File: src/rtl/lc3b_types.sv
// Shared types and constants for the eviction write buffer between L2 and
// physical memory.
package lc3b_types;

    typedef enum logic [1:0] {
        IDLE     = 2'd0,
        MEM_READ = 2'd1,
        DRAIN    = 2'd2,
        RESP     = 2'd3
    } ewb_state_t;

    localparam int EWB_DEPTH      = 4;
    localparam int EWB_ADDR_WIDTH = 16;
    localparam int EWB_DATA_WIDTH = 256;

    // Byte-offset bits inside one line; these are ignored when matching.
    function automatic int ewb_line_offset(input int data_width);
        return $clog2(data_width / 8);
    endfunction

endpackage

File: src/rtl/ewb_entry_array.sv
// Circular store of evicted lines: valid/tag/data per entry, head/tail
// pointers, occupancy count and a parallel tag match against one lookup tag.
module ewb_entry_array
    import lc3b_types::*;
#(
    parameter int DEPTH      = EWB_DEPTH,
    parameter int TAG_WIDTH  = 11,
    parameter int DATA_WIDTH = EWB_DATA_WIDTH
) (
    input  logic                  clk,
    input  logic                  rst,
    input  logic [TAG_WIDTH-1:0]  i_lookup_tag,
    input  logic                  i_enq,
    input  logic                  i_coalesce,
    input  logic                  i_pop,
    input  logic [TAG_WIDTH-1:0]  i_wr_tag,
    input  logic [DATA_WIDTH-1:0] i_wr_data,
    output logic                  o_match,
    output logic [DATA_WIDTH-1:0] o_match_data,
    output logic [TAG_WIDTH-1:0]  o_head_tag,
    output logic [DATA_WIDTH-1:0] o_head_data,
    output logic                  o_empty,
    output logic                  o_full
);

    localparam int IDX_W = $clog2(DEPTH);
    localparam int CNT_W = $clog2(DEPTH + 1);

    logic [TAG_WIDTH-1:0]  r_tag  [DEPTH];
    logic [DATA_WIDTH-1:0] r_data [DEPTH];
    logic [DEPTH-1:0]      r_valid;
    logic [IDX_W-1:0]      r_head;
    logic [IDX_W-1:0]      r_tail;
    logic [CNT_W-1:0]      r_count;
    logic [DEPTH-1:0]      w_hit;
    logic [IDX_W-1:0]      w_match_idx;
    logic                  w_do_enq;
    logic                  w_do_pop;

    assign o_empty  = (r_count == '0);
    assign o_full   = (r_count == CNT_W'(DEPTH));
    assign w_do_enq = i_enq && !o_full;
    assign w_do_pop = i_pop && !o_empty;

    for (genvar gi = 0; gi < DEPTH; gi++) begin : g_match
        assign w_hit[gi] = r_valid[gi] && (r_tag[gi] == i_lookup_tag);
    end

    // Coalescing keeps tags unique, so at most one hit; lowest index wins anyway.
    always_comb begin
        w_match_idx = '0;
        for (int i = DEPTH - 1; i >= 0; i--) begin
            if (w_hit[i]) begin
                w_match_idx = IDX_W'(i);
            end
        end
    end

    assign o_match      = |w_hit;
    assign o_match_data = r_data[w_match_idx];
    assign o_head_tag   = r_tag[r_head];
    assign o_head_data  = r_data[r_head];

    always_ff @(posedge clk) begin
        if (rst) begin
            r_valid <= '0;
            r_head  <= '0;
            r_tail  <= '0;
            r_count <= '0;
        end else begin
            if (w_do_enq) begin
                r_valid[r_tail] <= 1'b1;
                r_tail          <= r_tail + IDX_W'(1);
            end
            if (w_do_pop) begin
                r_valid[r_head] <= 1'b0;
                r_head          <= r_head + IDX_W'(1);
            end
            if (w_do_enq && !w_do_pop) begin
                r_count <= r_count + CNT_W'(1);
            end else if (!w_do_enq && w_do_pop) begin
                r_count <= r_count - CNT_W'(1);
            end
        end
    end

    // Line payloads survive reset; only the valid bits are cleared.
    always_ff @(posedge clk) begin
        for (int i = 0; i < DEPTH; i++) begin
            if (w_do_enq && (r_tail == IDX_W'(i))) begin
                r_tag[i]  <= i_wr_tag;
                r_data[i] <= i_wr_data;
            end else if (i_coalesce && o_match && (w_match_idx == IDX_W'(i))) begin
                r_data[i] <= i_wr_data;
            end
        end
    end

endmodule

File: src/rtl/eviction_write_queue.sv
// Eviction write buffer: absorbs L2 victim writes, forwards hits to L2 reads,
// and drains buffered lines to physical memory while L2 is quiet.
module eviction_write_queue
    import lc3b_types::*;
#(
    parameter int DEPTH      = EWB_DEPTH,
    parameter int ADDR_WIDTH = EWB_ADDR_WIDTH,
    parameter int DATA_WIDTH = EWB_DATA_WIDTH
) (
    input  logic                  clk,
    input  logic                  rst,
    input  logic                  l2_pmem_read,
    input  logic                  l2_pmem_write,
    input  logic [ADDR_WIDTH-1:0] l2_pmem_address,
    input  logic [DATA_WIDTH-1:0] l2_pmem_wdata,
    output logic [DATA_WIDTH-1:0] l2_pmem_rdata,
    output logic                  l2_pmem_resp,
    input  logic                  pmem_resp,
    input  logic [DATA_WIDTH-1:0] pmem_rdata,
    output logic                  pmem_read,
    output logic                  pmem_write,
    output logic [ADDR_WIDTH-1:0] pmem_address,
    output logic [DATA_WIDTH-1:0] pmem_wdata,
    output logic                  ewb_empty,
    output logic                  ewb_full
);

    localparam int OFFSET = ewb_line_offset(DATA_WIDTH);
    localparam int TAG_W  = ADDR_WIDTH - OFFSET;

    ewb_state_t            r_state;
    ewb_state_t            w_state_next;
    logic [DATA_WIDTH-1:0] r_rdata;
    logic [TAG_W-1:0]      w_req_tag;
    logic [TAG_W-1:0]      w_head_tag;
    logic [DATA_WIDTH-1:0] w_head_data;
    logic [DATA_WIDTH-1:0] w_match_data;
    logic                  w_match;
    logic                  w_enq;
    logic                  w_coalesce;
    logic                  w_pop;
    logic                  w_capture_hit;
    logic                  w_capture_mem;

    assign w_req_tag     = l2_pmem_address[ADDR_WIDTH-1:OFFSET];
    assign l2_pmem_rdata = r_rdata;

    ewb_entry_array #(
        .DEPTH      (DEPTH),
        .TAG_WIDTH  (TAG_W),
        .DATA_WIDTH (DATA_WIDTH)
    ) u_entries (
        .clk          (clk),
        .rst          (rst),
        .i_lookup_tag (w_req_tag),
        .i_enq        (w_enq),
        .i_coalesce   (w_coalesce),
        .i_pop        (w_pop),
        .i_wr_tag     (w_req_tag),
        .i_wr_data    (l2_pmem_wdata),
        .o_match      (w_match),
        .o_match_data (w_match_data),
        .o_head_tag   (w_head_tag),
        .o_head_data  (w_head_data),
        .o_empty      (ewb_empty),
        .o_full       (ewb_full)
    );

    always_ff @(posedge clk) begin
        if (rst) begin
            r_state <= IDLE;
        end else begin
            r_state <= w_state_next;
        end
    end

    always_ff @(posedge clk) begin
        if (w_capture_hit) begin
            r_rdata <= w_match_data;
        end else if (w_capture_mem) begin
            r_rdata <= pmem_rdata;
        end
    end

    always_comb begin
        w_state_next  = r_state;
        pmem_read     = 1'b0;
        pmem_write    = 1'b0;
        pmem_address  = {w_head_tag, {OFFSET{1'b0}}};
        pmem_wdata    = w_head_data;
        l2_pmem_resp  = 1'b0;
        w_enq         = 1'b0;
        w_coalesce    = 1'b0;
        w_pop         = 1'b0;
        w_capture_hit = 1'b0;
        w_capture_mem = 1'b0;
        case (r_state)
            IDLE: begin
                // Reads take priority; a write raised alongside stays pending.
                if (l2_pmem_read) begin
                    if (w_match) begin
                        w_capture_hit = 1'b1;
                        w_state_next  = RESP;
                    end else begin
                        w_state_next  = MEM_READ;
                    end
                end else if (l2_pmem_write) begin
                    if (w_match) begin
                        w_coalesce   = 1'b1;
                        w_state_next = RESP;
                    end else if (!ewb_full) begin
                        w_enq        = 1'b1;
                        w_state_next = RESP;
                    end else begin
                        w_state_next = DRAIN;
                    end
                end else if (!ewb_empty) begin
                    w_state_next = DRAIN;
                end
            end
            MEM_READ: begin
                pmem_read    = 1'b1;
                pmem_address = l2_pmem_address;
                if (pmem_resp) begin
                    w_capture_mem = 1'b1;
                    w_state_next  = RESP;
                end
            end
            DRAIN: begin
                pmem_write = 1'b1;
                if (pmem_resp) begin
                    w_pop        = 1'b1;
                    w_state_next = IDLE;
                end
            end
            RESP: begin
                l2_pmem_resp = 1'b1;
                w_state_next = IDLE;
            end
            default: w_state_next = IDLE;
        endcase
    end

endmodule

File: config.mk
export PLATFORM = sky130hd
export DESIGN_NAME = eviction_write_queue
export DESIGN_NICKNAME = d
export VERILOG_FILES = /design/src/rtl/lc3b_types.sv /design/src/rtl/ewb_entry_array.sv /design/src/rtl/eviction_write_queue.sv
export SDC_FILE = /design/constraint.sdc
export NUM_CORES = 1
export LEC_CHECK = 0
export ABC_AREA = 1
export CORE_AREA = 10 10 402 404
export CTS_BUF_LIST = sky130_fd_sc_hd__clkbuf_8
export DETAILED_ROUTE_END_ITERATION = 8
export DIE_AREA = 0 0 412 414
export PLACE_DENSITY_LB_ADDON = 0.05
export SYNTH_ARGS = -nofsm -noshare
export SYNTH_HDL_FRONTEND = slang
export SYNTH_HIERARCHICAL = 1
export SYNTH_SLANG_ARGS = --single-unit
export TNS_END_PERCENT = 10
File: constraint.sdc
create_clock -name clk -period 30 [get_ports clk]
set_clock_uncertainty 0.2 [all_clocks]
set_input_delay 6 -clock clk [delete_from_list [all_inputs] [get_ports clk]]
set_output_delay 6 -clock clk [all_outputs]
set_load 0.02 [all_outputs]
==> results.md, run 1 <==
* Synth unique cells at 37
* Slew HR at 13.29%
* Detailed router's first-iteration violation count at between 4000 and 5000
* Final period util at about 46%
* Leak at 30.73 nW
* Setup_tns at 0 ns
* CTS tree: yes
* Max-Cap Viols at 0
* Count of final max-slew check failures at 0
* Post-synth ARST share at 0%
* Largest net degree at the start of global routing at approximately 200
* Peak supply drop at roughly 0.039 mV
* # rows at 144
* Setup violations, final at 0
* Final wirelength at 237.4 mm
* Slowest stage cell, crit path: clkdlybuf4s50_1
* ANT nets after route at 0
* Drt pass-1 iters at 6
* Reported net switching power at between 1 and 1.5 mW
* Met3 WL at around 23 mm
* Total Routing Usage GR at approximately a quarter
* Critical path type: primary input to output pin
* CP delay by family, top: buffers and inverters
* Fin crit period at approximately 14 ns
* Fmax at between 0.07 and 0.08 GHz
* Top_reg_cell synth: edfxtp_1
* Die ar. at approximately 0.17 mm2
* Tightest Pin Transition at 1.301 ns
* Syn nets at about 7000
* # DRC at 0
* Drt via density at around 5.4
* First-pass GRT wire length at 339.8 mm
* Final core occ at around half
* Reg power frac at roughly half
* Placer Congestion at 0.8662
* Total CTS buffers at ~230
* CTS H-tree depth at 4
* Setup bufs post-CTS at 0
* Sequential area share after synthesis at ~64%
* Switching share of power at 27.78%
* Fillers at around 14000
* Synth area leaders: edfxtp_1 63%, nor2_1 6.3%, inv_1 5.0%, o21ai_0 4.4%, nand3_1 4.2%
* Critical Path RT at roughly 24 ns
* Die Ht at 414 um
* PortBufs at roughly 1100
* CP startpoint kind: primary input
* Starting density of the core at 40.84%
* DP HPWL at approximately 150 mm
* Vias in the first global route at just under 50000
* Min-delay worst type: flip-flop to flip-flop
* Io pins at 1066
* Cts hold-fix bufs at 0
* Crit path DAT at around 7.6 ns
* Die width at a little over 400 um
* Max incr delay on CP at around 0.77 ns
* CTS Buffer Depth at 3
* Total number of vias at ~51000
* Multi-input gate area at 0.01736 mm2
* Synth top area share at a little under two thirds
* Num Clock Sinks at approximately 1300
* Max Used Layer: met5
* Cell taking the most area after synthesis: edfxtp_1
* Clock-pin slew on the worst setup and hold paths at about 0.060 ns
* Skew-Pair Late Insertion Delay at 0.93 ns
* P per Cell Area at around 57 mW/mm2
* Outcome: completed
* Share of cells above drive strength 1 at 4.988%
* Post-synth EDFFs at ~1300
* RSZ-0062 raised after global routing: no
* Clk root buf: clkbuf_8
* Fin nets at roughly 7700
* Ordered list of cells on the worst path: clkdlybuf4s50_1, nand2_1, nand2_1, clkdlybuf4s50_1
* Avg Cell Area, Syn at 9.957 um2
* Clk pwr share at roughly 34%
* CTS resizes at 0
* CORE AREA at between 0.15 and 0.2 mm2
* Pint at 3.220 mW
* Metal1 wirelength at roughly 91 mm
* Combinational fraction of design power at between 10% and 20%
* Average routed wire per standard cell at roughly 25 um
* Gate Count Post-Synth at approximately 6300
* Crit path buf inv count at 2
* CP max FO at 11
* Yosys reg bits at ~1300
* Synthesis warning total at 6
* WL met2 at ~110 mm
* Final hold viol count at 0
* Initial antenna violation count at between 80 and 90
* Area of the mapped netlist at 0.06262 mm2
* CP endpoint kind: output pin
* Synth-to-Final Area Change at 25.69%
* Register Area at between 0.04 and 0.05 mm2
* Overflow after GRT at 0
## cell usage after synthesis, types with 2 or more instances
cell         n
edfxtp_1  1324
nor2_1    1058
inv_1      841
o21ai_0    555
nand3_1    522
nand2_1    400
nand4_1    260
nor3_1     260
o22ai_1    258
clkbuf_1   240
o21ai_1    236
buf_2      196
a21oi_1     34
dfxtp_1     15
xnor2_1     14
buf_6       13
buf_4       11
inv_2       11
ha_1         9
a221oi_1     4
buf_1        4
nand2_2      3
a211oi_1     2
clkinv_1     2
nand2_4      2
nand3_2      2
nand3_4      2
nor2_2       2
## per-stage QoR
stage	total power, mW	area [um2]	hold slack (ns)	worst slack, ns	cells
after floorplan	2.606	62620	0.2528	2.591	6289
after global placement	2.968	74450	0.3051	16.21	8994
after detailed placement	2.970	74450	0.3107	16.20	8994
after CTS	4.508	78610	0.3231	16.21	9401
after global routing	4.639	78680	0.3395	16.14	9430
final	4.459	78710	0.3229	16.23	9440
## worst reg2reg max path: stages (launching register included)
cell and delay (ns):
edfxtp_1 0.43, nand2_1 0.10, nand4_1 0.15, nor2_1 0.18
nand3_2 0.16, nand2_8 0.71, nand2_8 0.68, nand2_8 0.79
nand2_1 0.21, o21ai_4 0.79, buf_4 0.79, buf_4 0.68
buf_4 0.78
## cells by family (layout without fill, tap and decap cells)
logic type,count (synthesis),in the layout,share of synthesized area (%)
and+or+nand+nor,2514,2514,17.80
DFF,1339,1339,63.97
buffers and inverters,1318,2386,8.513
AOI/OAI and AO/OA,1093,1093,9.299
xor gates and xnor gates,15,15,0.2098
adders and majority gates,10,10,0.2118
other,0,39,0
## routing by layer
metal	vias to the layer above	GRT usage (%)
li1	23650	-
met5	-	0
met2	2289	43.63
met4	56	10.66
met1	24940	32.34
met3	429	7.851
## worst paths after layout
check	from	end	slack (ns)	cells past startpoint
setup / recovery	l2_pmem_address[8]	pmem_address[8]	16.23	4
hold / removal	u_entries/r_valid[2]	u_entries/r_valid[2]	0.32	2
setup reg to reg	u_entries/r_tag[2][5]	u_entries/r_data[0][104]	22.87	12
hold reg to reg	u_entries/r_valid[2]	u_entries/r_valid[2]	0.32	2
## power groups by stage
stage / clock (mW) / combinational [mW] / sequential [mW]
6_report: 1.53 / 0.750 / 2.18
3_5_place_dp: 0 / 0.752 / 2.22
4_1_cts: 1.57 / 0.756 / 2.18
3_3_place_gp: 0 / 0.751 / 2.22
5_1_grt: 1.66 / 0.797 / 2.19
2_1_floorplan: 0 / 0.307 / 2.30
## area by class of cell
cell class | count | area share (%)
timing repair buffer | 1125 | 14.29
tap | 2044 | 3.249
multi-input combinational | 3632 | 22.05
clock inverter | 175 | 1.230
antenna | 39 | 0.1240
inverter | 854 | 4.092
sequential | 1339 | 50.90
clock buffer | 232 | 4.057
## cell usage in the layout (no fill, tap or decap), drive strengths merged
master         count
xor2               1
nor3             260
nor4               1
fa                 1
o211ai             1
o31ai              1
o21ai            791
buf               60
clkbuf           232
nand4            260
a221oi             4
inv              935
o21a               1
a21oi             34
nor2            1061
dfxtp             15
o22ai            258
edfxtp          1324
clkdlybuf4s50   1065
xnor2             14
a211oi             2
clkinvlp           1
nand2            405
diode             39
bufinv             8
ha                 9
or2                1
nand3            526
o21bai             1
clkinv            85
## state kept, by name, summed over array words and instances (netlist names), named ones only
signal	flops
l2_pmem_rdata	256
u_entries/r_tail	2
r_state	2
u_entries/r_data	1024
u_entries/r_tag	44
u_entries/r_count	3
u_entries/r_valid	4
u_entries/r_head	2
Power figures use the tool's default switching activity.
==> run 2: changes to the inputs <==
clock period = 11.2 ns   (was 30 ns; I/O delays follow)
==> run 2 against run 1 <==
Compared with the run above: clock power rose to 2.6 times the previous value; combinational power increased to 2.7 times the previous value; largest cell class unchanged; register-to-register slack worse by 17 ns; global-route usage increased by 0.80 points; first-iteration DRC count rose by 10%; setup slack got worse by 12 ns; utilization barely moved; non-clock buffer count fell by 7; critical path depth increased by 1; hold slack worse by 0.0071 ns; die area stayed put; total power rose to 2.7 times the previous value.
==> results.md, run 2 (synthesis gave the netlist of run 1 again) <==
* Outcome: completed
* Crit path DAT at just over 5 ns
* CTS Buffer Depth at 3
* Skew-Pair Late Insertion Delay at approximately 0.96 ns
* Crit Reg-Reg Startpoint: u_entries/r_tag[1][9]
* Overflow after GRT at 0
* Largest net degree at the start of global routing at approximately 220
* Multi-input gate area at between 0.015 and 0.02 mm2
* Leak at 30.67 nW
* Most frequent cells in the layout: 1324 x edfxtp_1, 1065 x clkdlybuf4s50_1, 1058 x nor2_1
* Die width at just over 400 um
* Max-Cap Viols at 0
* CP delay by family, top: buffers and inverters
* Tightest Pin Transition at between 1 and 1.5 ns
* Clk root buf: clkbuf_8
* CORE AREA at 0.1533 mm2
* Critical path type: flip-flop to output pin
* Fin nets at around 7700
* WL met2 at ~120 mm
* Die Ht at around 410 um
* Fillers at 13810
* CP max FO at between 200 and 250
* Max Used Layer: met5
* ANT nets after route at 0
* Metal1 wirelength at 93.88 mm
* Placer Congestion at ~0.84
* Synth-to-Final Area Change at 25.64%
* Ordered list of cells on the worst path: buf_12, buf_4, o21ai_0, o22ai_1, clkdlybuf4s50_1
* CP startpoint kind: flip-flop
* Peak supply drop at just under 0.1 mV
* Total Routing Usage GR at between 20 and 30%
* CTS H-tree depth at 4
* Clk pwr share at about a third
* Die ar. at 0.1706 mm2
* Clock-pin slew on the worst setup and hold paths at 0.06 ns
* Min-delay src: u_entries/r_tail[0]
* Total CTS buffers at between 200 and 250
* Reported net switching power at between 3 and 4 mW
* Crit path buf inv count at 3
* P per Cell Area at ~150 mW/mm2
* # rows at roughly 140
* Most common cell after layout, fill and taps aside: edfxtp_1
* Met3 WL at 23.59 mm
* Total number of vias at 51780
* Final wirelength at ~240 mm
* RSZ-0062 raised after global routing: no
* Combinational fraction of design power at between 10% and 20%
* First-pass GRT wire length at between 300 and 400 mm
* Count of final max-slew check failures at 0
* Drt via density at between 5 and 6
* Final Non-Filler Cells at 9424
* Slew HR at roughly 25%
* Average routed wire per standard cell at around 26 um
* Fin crit period at around 7.5 ns
* CP endpoint kind: output pin
* Setup violations, final at 0
* Placed Instances at 8987
* Area post-placement at roughly 0.075 mm2
* Initial antenna violation count at between 90 and 100
* Reg with most FFs: u_entries/r_data
* Num Clock Sinks at ~1300
* Final worst setup slack at roughly 3.7 ns
* Detailed router's first-iteration violation count at roughly 4900
* # DRC at 0
* Critical Path RT at between 8 and 9 ns
* Io pins at about 1100
* Reg power frac at about half
* Pint at 8.547 mW
* CTS resizes at 0
* Switching share of power at between 20 and 30%
* Slowest stage cell, crit path: buf_4
* Post-placement setup slack at approximately 3.6 ns
* Register Area at about 0.040 mm2
* Final period util at 66.71%
* Post-route cell area at approximately 0.079 mm2
* Largest register FFs at a little over 1000
* Vias in the first global route at 49500
* Drt pass-1 iters at 6
* Final hold viol count at 0
* Min-delay worst type: flip-flop to flip-flop
* Cts hold-fix bufs at 0
* CTS tree: yes
* DP HPWL at around 150 mm
* Fmax at about 0.13 GHz
* Share of cells above drive strength 1 at 4.794%
* PortBufs at about 1100
* Max incr delay on CP at between 0.9 and 1 ns
* Setup bufs post-CTS at 0
* Starting density of the core at 40.84%
[run 2: power groups by stage]
stage / logic, mW / clock network [mW] / registers (mW)
2_1_floorplan: 0.823 / 0 / 6.09
3_3_place_gp: 2.02 / 0 / 5.95
6_report: 2.02 / 4.02 / 5.85
4_1_cts: 2.04 / 4.12 / 5.85
5_1_grt: 2.14 / 4.35 / 5.86
3_5_place_dp: 2.03 / 0 / 5.95
[run 2: final timing paths]
check | slack [ns] | depth (start not counted) | endpoint
min reg2reg | 0.32 | 2 | u_entries/r_tail[0]
max | 3.73 | 5 | pmem_wdata[82]
min | 0.32 | 2 | u_entries/r_tail[0]
max reg2reg | 6.09 | 13 | l2_pmem_rdata[154]
[run 2: routing by layer]
metal,GRT usage [%],vias up
li1,-,23630
met1,33.49,25150
met2,44.68,2460
met3,7.956,464
met4,11.34,76
met5,0,-
[run 2: final cells by class]
| class | instances | area share (%) |
|---|---|---|
| inverter | 854 | 4.093 |
| antenna | 37 | 0.1177 |
| multi-input combinational | 3632 | 22.06 |
| tap | 2044 | 3.250 |
| timing repair buffer | 1118 | 14.42 |
| clock inverter | 166 | 1.042 |
| clock buffer | 234 | 4.093 |
| sequential | 1339 | 50.92 |
[run 2: worst reg2reg max path, stage by stage (launching register included)]
cell,delay [ns]
edfxtp_1,0.40
a21oi_1,0.17
nand2_1,0.07
nor2_1,0.14
nand3_1,0.31
nand2_8,0.63
inv_2,0.35
nand2_8,0.55
buf_4,0.80
buf_4,0.73
nand4_1,0.27
nand3_1,0.16
inv_1,0.05
o21ai_1,0.12
[run 2: per-stage QoR]
step,power (mW),hold slack (ns),setup TNS [ns],utilization [%]
floorplan,6.914,0.2528,-5648.73,-
global placement,7.972,0.2961,0,48.62
detailed placement,7.974,0.3160,0,48.62
CTS,12.00,0.3242,0,51.26
global route,12.35,0.3534,0,51.30
finish,11.89,0.3158,0,51.32
